==> src/rtl/plus_asic_pkg.sv <==
// Shared constants and types for the Plus ASIC programmable raster interrupt.
// Holds the register offsets, line-counter width and the acknowledge-state encoding.
package plus_asic_pkg;

  localparam int          LINE_W   = 8;
  localparam logic [13:0] PRI_ADDR = 14'h2800;
  localparam logic [13:0] IVR_ADDR = 14'h2805;

  typedef enum logic {
    ACK_IDLE = 1'b0,
    ACK_BUSY = 1'b1
  } ack_state_e;

  // IM2 vector: the low three bits are always zero on the bus
  function automatic logic [7:0] ivr_vector(input logic [7:0] ivr);
    return {ivr[7:3], 3'b000};
  endfunction

endpackage

==> src/rtl/plus_sync_edge.sv <==
// cclk_en-gated edge detector: samples a CRTC strobe on each character clock
// and flags a change between the previous sample and the current input.
module plus_sync_edge (
  input  logic clk,
  input  logic reset_n,
  input  logic cclk_en,
  input  logic sig,
  output logic edge_det,
  output logic level_q
);

  logic sig_q;
  logic sig_d;

  // Hold the last sampled level between character-clock strobes
  always_comb begin
    sig_d = sig_q;
    if (cclk_en) begin
      sig_d = sig;
    end else begin
      sig_d = sig_q;
    end
  end

  // Sample register
  always_ff @(posedge clk or negedge reset_n) begin
    if (!reset_n) begin
      sig_q <= 1'b0;
    end else begin
      sig_q <= sig_d;
    end
  end

  // level_q is the old value, so a falling edge is edge_det & level_q
  assign edge_det = cclk_en & (sig_q ^ sig);
  assign level_q  = sig_q;

endmodule

==> src/rtl/plus_pri_irq.sv <==
// Plus-mode programmable raster interrupt: counts scan lines from CRTC syncs,
// raises pri_irq on the programmed line and answers the IM2 acknowledge.
module plus_pri_irq
  import plus_asic_pkg::*;
(
  input  logic              clk,
  input  logic              reset_n,
  input  logic              cclk_en,
  input  logic              plus_mode,
  input  logic              crtc_hs,
  input  logic              crtc_vs,
  input  logic              asic_wr,
  input  logic [13:0]       asic_addr,
  input  logic [7:0]        asic_din,
  input  logic              m1_n,
  input  logic              iorq_n,
  output logic              pri_irq,
  output logic [7:0]        int_vector,
  output logic              vector_oe,
  output logic              ga_int_inhibit,
  output logic [LINE_W-1:0] line_cnt
);

  logic [LINE_W-1:0] line_cnt_q, line_cnt_d;
  logic [LINE_W-1:0] pri_q, pri_d;
  logic [7:0]        ivr_q, ivr_d;
  logic              pending_q, pending_d;
  logic              pri_irq_q, pri_irq_d;
  logic              iorq_n_q, iorq_n_d;
  ack_state_e        state_q, state_d;

  logic              hs_edge, hs_old, vs_edge, vs_old;
  logic              hs_fall, vs_rise;
  logic [LINE_W-1:0] line_inc;
  logic              wr_pri, wr_ivr;
  logic              set_hit, iorq_rise, ack_req, ack_done;

  plus_sync_edge u_hs_edge (
    .clk      (clk),
    .reset_n  (reset_n),
    .cclk_en  (cclk_en),
    .sig      (crtc_hs),
    .edge_det (hs_edge),
    .level_q  (hs_old)
  );

  plus_sync_edge u_vs_edge (
    .clk      (clk),
    .reset_n  (reset_n),
    .cclk_en  (cclk_en),
    .sig      (crtc_vs),
    .edge_det (vs_edge),
    .level_q  (vs_old)
  );

  assign hs_fall   = hs_edge & hs_old;
  assign vs_rise   = vs_edge & ~vs_old;
  assign line_inc  = line_cnt_q + LINE_W'(1);
  assign wr_pri    = asic_wr && (asic_addr == PRI_ADDR);
  assign wr_ivr    = asic_wr && (asic_addr == IVR_ADDR);
  // Compare against the post-increment count; a same-cycle VS clear suppresses it
  assign set_hit   = hs_fall && !vs_rise && (pri_q != '0) && (line_inc == pri_q);
  assign iorq_rise = iorq_n && !iorq_n_q;
  assign ack_req   = !m1_n && !iorq_n && pending_q;
  assign ack_done  = (state_q == ACK_BUSY) && iorq_rise;

  // Next-state for registers, line counter, pending flag and acknowledge FSM
  always_comb begin
    pri_d      = pri_q;
    ivr_d      = ivr_q;
    line_cnt_d = line_cnt_q;
    pending_d  = pending_q;
    state_d    = state_q;
    iorq_n_d   = iorq_n;

    if (wr_pri) begin
      pri_d = asic_din[LINE_W-1:0];
    end else begin
      pri_d = pri_q;
    end

    if (wr_ivr) begin
      ivr_d = {asic_din[7:1], 1'b0};
    end else begin
      ivr_d = ivr_q;
    end

    if (vs_rise) begin
      line_cnt_d = '0;
    end else if (hs_fall) begin
      line_cnt_d = line_inc;
    end else begin
      line_cnt_d = line_cnt_q;
    end

    // A new hit outranks the acknowledge clear; a PRI write cancels everything
    if (!plus_mode) begin
      pending_d = 1'b0;
    end else if (wr_pri) begin
      pending_d = 1'b0;
    end else if (set_hit) begin
      pending_d = 1'b1;
    end else if (ack_done) begin
      pending_d = 1'b0;
    end else begin
      pending_d = pending_q;
    end

    if (!plus_mode) begin
      state_d = ACK_IDLE;
    end else begin
      case (state_q)
        ACK_IDLE: begin
          if (ack_req) begin
            state_d = ACK_BUSY;
          end else begin
            state_d = ACK_IDLE;
          end
        end
        ACK_BUSY: begin
          if (iorq_rise) begin
            state_d = ACK_IDLE;
          end else begin
            state_d = ACK_BUSY;
          end
        end
        default: state_d = ACK_IDLE;
      endcase
    end

    pri_irq_d = pending_d & plus_mode;
  end

  // State registers
  always_ff @(posedge clk or negedge reset_n) begin
    if (!reset_n) begin
      line_cnt_q <= '0;
      pri_q      <= '0;
      ivr_q      <= 8'h00;
      pending_q  <= 1'b0;
      pri_irq_q  <= 1'b0;
      iorq_n_q   <= 1'b0;
      state_q    <= ACK_IDLE;
    end else begin
      line_cnt_q <= line_cnt_d;
      pri_q      <= pri_d;
      ivr_q      <= ivr_d;
      pending_q  <= pending_d;
      pri_irq_q  <= pri_irq_d;
      iorq_n_q   <= iorq_n_d;
      state_q    <= state_d;
    end
  end

  assign pri_irq        = pri_irq_q;
  assign vector_oe      = (state_q == ACK_BUSY);
  assign int_vector     = vector_oe ? ivr_vector(ivr_q) : 8'h00;
  assign ga_int_inhibit = plus_mode & (pri_q != '0);
  assign line_cnt       = line_cnt_q;

endmodule

==> config.mk <==
export PLATFORM = sky130hd
export DESIGN_NAME = plus_pri_irq
export DESIGN_NICKNAME = d
export VERILOG_FILES = /design/src/rtl/plus_asic_pkg.sv /design/src/rtl/plus_sync_edge.sv /design/src/rtl/plus_pri_irq.sv
export SDC_FILE = /design/constraint.sdc
export NUM_CORES = 1
export LEC_CHECK = 0
export BUFFER_PORTS_ARGS = -buffer_cell sky130_fd_sc_hd__buf_2
export CAP_MARGIN = 20
export CORE_ASPECT_RATIO = 0.6
export CORE_UTILIZATION = 44
export DETAILED_ROUTE_END_ITERATION = 16
export PLACE_DENSITY = 0.82
export SYNTH_ARGS = -nofsm -noshare
export SYNTH_HDL_FRONTEND = slang
export SYNTH_SLANG_ARGS = --single-unit
==> constraint.sdc <==
create_clock -name clk -period 1.51 [get_ports clk]
set_input_delay 0.0755 -clock clk [delete_from_list [all_inputs] [get_ports clk]]
set_output_delay 0.0755 -clock clk [all_outputs]
set_load 0.01 [all_outputs]
==> impl_metrics.py, run 1 <==
metrics = {
    "timing": {
        "finalSetupViolations": 1,
        "drv_slew": 0,
        "slew_headroom": 0.6010,
        "clock.fmax_ghz": 0.6233,
        "tightest_slew_ps": 598.5,
        "fin_crit_ps": 1604,
        "skew_ps": 3.710,
        "rsz0062_at_grt": "true",
        "fin_ws_ps": -94.35,
        "hold_viol": 0,
        "period_share": 1.062,
    },
    "setup_path": {
        "critPathMaxFanout": 6,
        "startpoint_type": "flip-flop",
        "critPathMaxStageDelay_ps": 460,
        "crit_arrival_ps": 1780,
        "cp_slowest_cell": "dfrtp_2",
        "end_kind": "flip-flop",
        "crit_chain": "ha_4 > o21ai_1 > nor4b_4 > nor2_1 > o41ai_2",
        "cp_top_family": "compound AO/OA/AOI/OAI gates",
        "path_buf_inv": 0,
        "worstPathRequired_ps": 1690,
        "crit_type": "flip-flop to flip-flop",
    },
    "clock_network": {
        "root_buffer": "clkbuf_8",
        "cts_setup_buffers": 0,
        "insertion_delay_ps": 280,
        "htree_levels": 1,
        "cts_buffers": 3,
        "clock_path_buffers": 2,
        "clock_sinks": 26,
        "cts_tree": "yes",
        "clkTransAtPathRegs_ps": 90,
    },
    "place": {
        "port_buffers": 46,
        "dp.cells": 231,
        "placed_area_sq_um": 1798,
        "gp_congestion": 0.9146,
        "dpl.hpwl_mm": 2.766,
    },
    "cells_and_area": {
        "drive_above_1_share": 0.5026,
        "fin_area_sq_um": 1974,
        "syn2layout_area_growth_pct": 36.39,
        "instances_no_fill": 237,
        "fillers": 223,
        "nNetsFinal": 228,
        "num_antenna_cells": 0,
    },
    "synth": {
        "synth_area_per_cell_sq_um": 10.80,
        "synth_edf_count": 0,
        "netlist_instances": 134,
        "yosysSeqAreaShare": 0.4494,
        "synth-seq-cells": 26,
        "ys_types": 38,
        "synth_area_sq_um": 1448,
        "ys.warnings.count": 0,
        "ys_async_sr_fraction": 1.000,
        "synthFlopType": "dfrtp_1",
    },
    "grt": {
        "grt_pass1_wl_mm": 5.934,
        "antenna_found_initial": 0,
        "track_usage": 0.2273,
        "grt_max_degree": 27,
        "first_global_vias": 1183,
        "overflow": 0,
    },
    "detailed_routing": {
        "first_iter_violations": 125,
        "via_count": 1259,
        "ant_nets": 0,
        "drc_errors": 0,
        "routed_wl_mm": 3.795,
        "wl_per_cell_microns": 16.01,
        "vias_per_cell": 5.312,
        "firstDrtPassIters": 4,
    },
    "floorplanning": {
        "pin_count": 50,
        "die-area_sq_um": 3531,
        "die_y_microns": 46.43,
        "std_cell_rows": 15,
        "core-area_sq_um": 3003,
        "start_util": 0.4821,
        "dieWidth_microns": 76.05,
    },
    "flow_run": {
        "maxCapViolations": 0,
    },
    "pwr": {
        "vdd_drop_max_mv": 0.6997,
        "p_leak_nw": 1.011,
        "powerDensity_nw_per_um2": 812.9,
    },
    "status": {
        "status": "finished with violations",
        "violations": "negative setup slack",
    },
    "worst_hold_path": {
        "hold_class": "primary input to flip-flop",
    },
}
==> layer usage <==
| metal | up-vias | share of wire | GRT usage |
|---|---|---|---|
| met5 | - | 0 | 0 |
| met4 | 0 | 0.0066 | 0.04231 |
| met3 | 5 | 0.063 | 0.06139 |
| met2 | 43 | 0.48 | 0.3927 |
| met1 | 619 | 0.45 | 0.2967 |
| li1 | 592 | - | - |
==> Yosys cell counts (2+ instances only) <==
master	instances	area, sq um
dfrtp_1	26	650.6
o21ai_0	10	50.05
mux2_4	8	120.1
mux2_2	7	78.83
nand2_1	7	26.28
nor2_1	7	26.28
and2_1	6	37.54
nor2b_1	6	37.54
xor2_1	6	52.55
nand3_1	5	25.02
xnor2_1	5	43.79
inv_1	4	15.01
a21oi_1	3	15.01
buf_4	3	22.52
nand4_1	3	18.77
clkbuf_1	2	7.510
nand2b_1	2	12.51
nor4_1	2	12.51
o31ai_1	2	15.01
o41ai_1	2	17.52
==> logic make-up after synthesis <==
kind of cell,share of synthesized area
flops,0.4494
mux,0.1374
simple gates,0.1858
fa+ha+maj,0.008642
buf+inv,0.03889
compound gates,0.1106
xor+xnor,0.06655
other cells,0.002590
==> path summary, 6_finish.rpt <==
check / cells past startpoint / slack (ps) / start / end
max: 5 / -90 / line_cnt[1] / pending_q
min: 2 / 20 / asic_din[1] / pri_q[1]
max reg2reg: 5 / -90 / line_cnt[1] / pending_q
min reg2reg: 1 / 520 / ivr_q[7] / ivr_q[7]
max in group asynchronous: 2 / 760 / reset_n / pri_q[6]
min in group asynchronous: 2 / 330 / reset_n / line_cnt[3]
==> registers in the layout, indices dropped and copies added, names as in the netlist <==
register	flops
vector_oe	1
line_cnt	8
pending_q	1
u_hs_edge.level_q	1
u_vs_edge.level_q	1
iorq_n_q	1
pri_q	8
ivr_q	5
==> stage by stage <==
step | setup slack, ps | hold slack [ps] | utilization | TNS, ps | power [mW]
after floorplan | -97.18 | -220.1 | - | -97.18 | 0.8648
after global placement | -65.47 | 97.82 | 0.5988 | -65.47 | 0.9769
after detailed placement | -66.87 | 108.9 | 0.5988 | -531.6 | 0.9890
after CTS | -52.66 | 14.79 | 0.6450 | -52.66 | 1.600
after global routing | -128.6 | 18.35 | 0.6575 | -128.6 | 1.673
final | -94.35 | 16.21 | 0.6575 | -94.35 | 1.605
==> timing repair <==
action                                  in CTS  in global routing
hold buffers                                 2                  0
endpoints found under the hold margin       27                  0
pin swaps                                    1                  3
gates resized for setup                      9                  9
endpoints found under the setup margin       2                  2
==> layout by cell type, fill, tap and decap left out, types with 2 or more instances in the layout <==
cell type,instances
mux2_4,8
dfrtp_2,3
conb_1,3
nor4_2,3
clkbuf_8,3
dlygate4sd3_1,2
o21ai_1,2
nor2b_1,4
inv_1,4
nand2_1,6
nand2b_1,2
a21oi_1,3
nor2b_2,2
o41ai_1,2
xor2_2,3
xor2_1,3
nor2_1,7
nand3_1,4
nand4_1,3
buf_2,46
and2_1,6
o21ai_0,9
buf_4,13
mux2_2,7
dfrtp_1,23
xnor2_1,5
o31ai_1,2
==> area by class of cell <==
| cell class | count | area (sq um) | area share |
|---|---|---|---|
| clock inverters | 1 | 30.03 | 0.01521 |
| flip-flops and latches | 26 | 654.4 | 0.3314 |
| repair buffers | 61 | 347.8 | 0.1762 |
| clock buffers | 3 | 41.29 | 0.02091 |
| inverters | 4 | 15.01 | 0.007605 |
| well taps | 42 | 52.55 | 0.02662 |
| multi-input cells | 100 | 833.3 | 0.4221 |
==> power breakdown <==
group	internal (mW)	leakage (nW)	switching [mW]	total [mW]
clock	0.356	0.0357	0.239	0.595
combinational	0.128	0.625	0.134	0.262
sequential	0.719	0.350	0.0286	0.748
Power figures use the tool's default switching activity.
==> run 2, diff against run 1 <==
Settings changed: BUFFER_PORTS_ARGS -buffer_cell sky130_fd_sc_hd__buf_2 to unset, CORE_UTILIZATION 44 to 60, DONT_BUFFER_PORTS set to 1, PLACE_DENSITY 0.82 to 0.84.
Clock period 1.51 ns to 1.6 ns, I/O delays scaled along.
==> run 2 against run 1 <==
Net effect: first-iteration DRC count up 4.8%; highest routed layer unchanged; fmax fell by 1.0%; critical path depth grew 1; the flow still finishes with violations (negative setup slack).
==> impl_metrics.py, run 2 (same netlist as run 1, synthesis figures left out) <==
metrics = {
    "floorplanning": {
        "dieWidth_microns": 65.42,
        "start_util": 0.6496,
        "die_y_microns": 40.05,
        "std_cell_rows": 13,
        "die-area_sq_um": 2620,
        "core-area_sq_um": 2228,
        "pin_count": 50,
    },
    "status": {
        "status": "finished with violations",
        "violations": "negative setup slack",
    },
    "cells_and_area": {
        "layout.cells.most_common_list": "dfrtp_1, dlygate4sd3_1, o21ai_0, buf_4, mux2_4",
        "final_common_cell": "dfrtp_1",
        "syn2layout_area_growth_pct": 27.48,
        "drive_above_1_share": 0.2857,
        "nNetsFinal": 194,
        "instances_no_fill": 192,
    },
    "detailed_routing": {
        "firstDrtPassIters": 4,
        "via_count": 1225,
        "wl_per_cell_microns": 21.19,
        "routed_wl_mm": 4.068,
        "ant_nets": 0,
        "drc_errors": 0,
        "vias_per_cell": 6.380,
        "first_iter_violations": 131,
    },
    "clock_network": {
        "htree_levels": 1,
        "clock_path_buffers": 2,
        "cts_tree": "yes",
        "cts_buffers": 3,
        "cts_setup_buffers": 0,
        "insertion_delay_ps": 280,
        "root_buffer": "clkbuf_8",
        "clkTransAtPathRegs_ps": 90,
        "clock_sinks": 26,
    },
    "grt": {
        "antenna_found_initial": 0,
        "overflow": 0,
        "track_usage": 0.3218,
        "grt_pass1_wl_mm": 5.775,
        "first_global_vias": 1153,
        "grt_max_degree": 27,
    },
    "timing": {
        "clock.fmax_ghz": 0.6168,
        "tightest_slew_ps": 578.7,
        "period_share": 1.013,
        "finalSetupViolations": 1,
        "fin_crit_ps": 1621,
        "skew_ps": 1.768,
        "rsz0062_at_grt": "true",
        "fin_ws_ps": -21.24,
        "hold_viol": 0,
        "totalNegativeSetupSlack_ps": -21.24,
        "drv_slew": 0,
        "slew_headroom": 0.6116,
    },
    "pwr": {
        "power.total_mw": 1.381,
        "power.share.sequential": 0.509,
        "vdd_drop_max_mv": 0.5007,
        "intPower_mw": 1.015,
        "combPwrFrac": 0.175,
        "p_sw_mw": 0.3659,
        "switching_share": 0.2649,
        "powerDensity_nw_per_um2": 748.4,
        "p_leak_nw": 0.8474,
        "p_clk_frac": 0.316,
    },
    "setup_path": {
        "worstPathRequired_ps": 1780,
        "crit_type": "flip-flop to flip-flop",
        "critPathMaxStageDelay_ps": 450,
        "end_kind": "flip-flop",
        "critPathMaxFanout": 6,
        "crit_arrival_ps": 1810,
        "crit_chain": "ha_4 > buf_4 > xnor2_2 > nand3_1 > o31a_1 > o41ai_2",
        "startpoint_type": "flip-flop",
        "cp_slowest_cell": "dfrtp_1",
    },
    "place": {
        "port_buffers": 0,
        "dpl.hpwl_mm": 2.598,
        "gp_congestion": 0.8643,
        "dp.cells": 170,
        "pre_cts_slack_ps": -12.43,
    },
    "flow_run": {
        "maxCapViolations": 0,
    },
    "worst_hold_path": {
        "hold_class": "primary input to flip-flop",
    },
}
run 2: critical path: cells and delay by family (launching register included):
family,cells,cell delay [ps]
xor+xnor,1,180
fa+ha+maj,1,210
compound gates,2,410
simple gates,1,120
buf+inv,1,150
flops,1,450
run 2: what timing repair did:
item                       CTS  global route
hold buffers                17             0
setup endpoints to repair    1             2
hold endpoints to repair    45             0
gates resized for setup      4            10
cloned                       0             0
run 2: final cells by class:
cell class / count / area, sq um
clock buffer: 4 / 55.05
inverter: 4 / 15.01
multi-input combinational: 100 / 824.5
sequential: 26 / 651.9
timing repair buffer: 27 / 259.0
antenna: 1 / 2.502
tap: 30 / 37.54
fill: 110 / 382.9
run 2: worst paths after layout:
check | cells after the start | slack (ps) | from | endpoint
setup / recovery | 6 | -20 | line_cnt[1] | pending_q
hold / removal | 3 | 40 | crtc_hs | line_cnt[2]
setup reg to reg | 6 | -20 | line_cnt[1] | pending_q
hold reg to reg | 1 | 510 | ivr_q[7] | ivr_q[7]
max in group asynchronous | 2 | 1210 | reset_n | line_cnt[0]
min in group asynchronous | 2 | 220 | reset_n | line_cnt[5]
run 2: power by group through the flow:
stage	sequential (mW)	combinational, mW	clock, mW
after global placement	0.703	0.148	0
final	0.703	0.241	0.437
after floorplan	0.718	0.0983	0
after global routing	0.704	0.256	0.456
after detailed placement	0.707	0.157	0
after CTS	0.694	0.218	0.436
run 2: routing by layer:
layer	routed length, microns	share of wire	up-vias	GRT usage
met5	0	0	-	0
met4	109	0.027	0	0.1522
met3	248	0.061	14	0.09375
met2	2037	0.50	70	0.5593
met1	1672	0.41	613	0.3839
li1	-	-	528	-
run 2: metrics by stage:
stage / hold WS (ps) / util / area, sq um
5_1_grt: 68.85 / 0.8271 / 1843
2_1_floorplan: -215.6 / - / 1469
3_3_place_gp: -215.0 / 0.6867 / 1530
6_report: 35.82 / 0.8282 / 1846
4_1_cts: 33.22 / 0.8007 / 1784
3_5_place_dp: -215.0 / 0.6867 / 1530
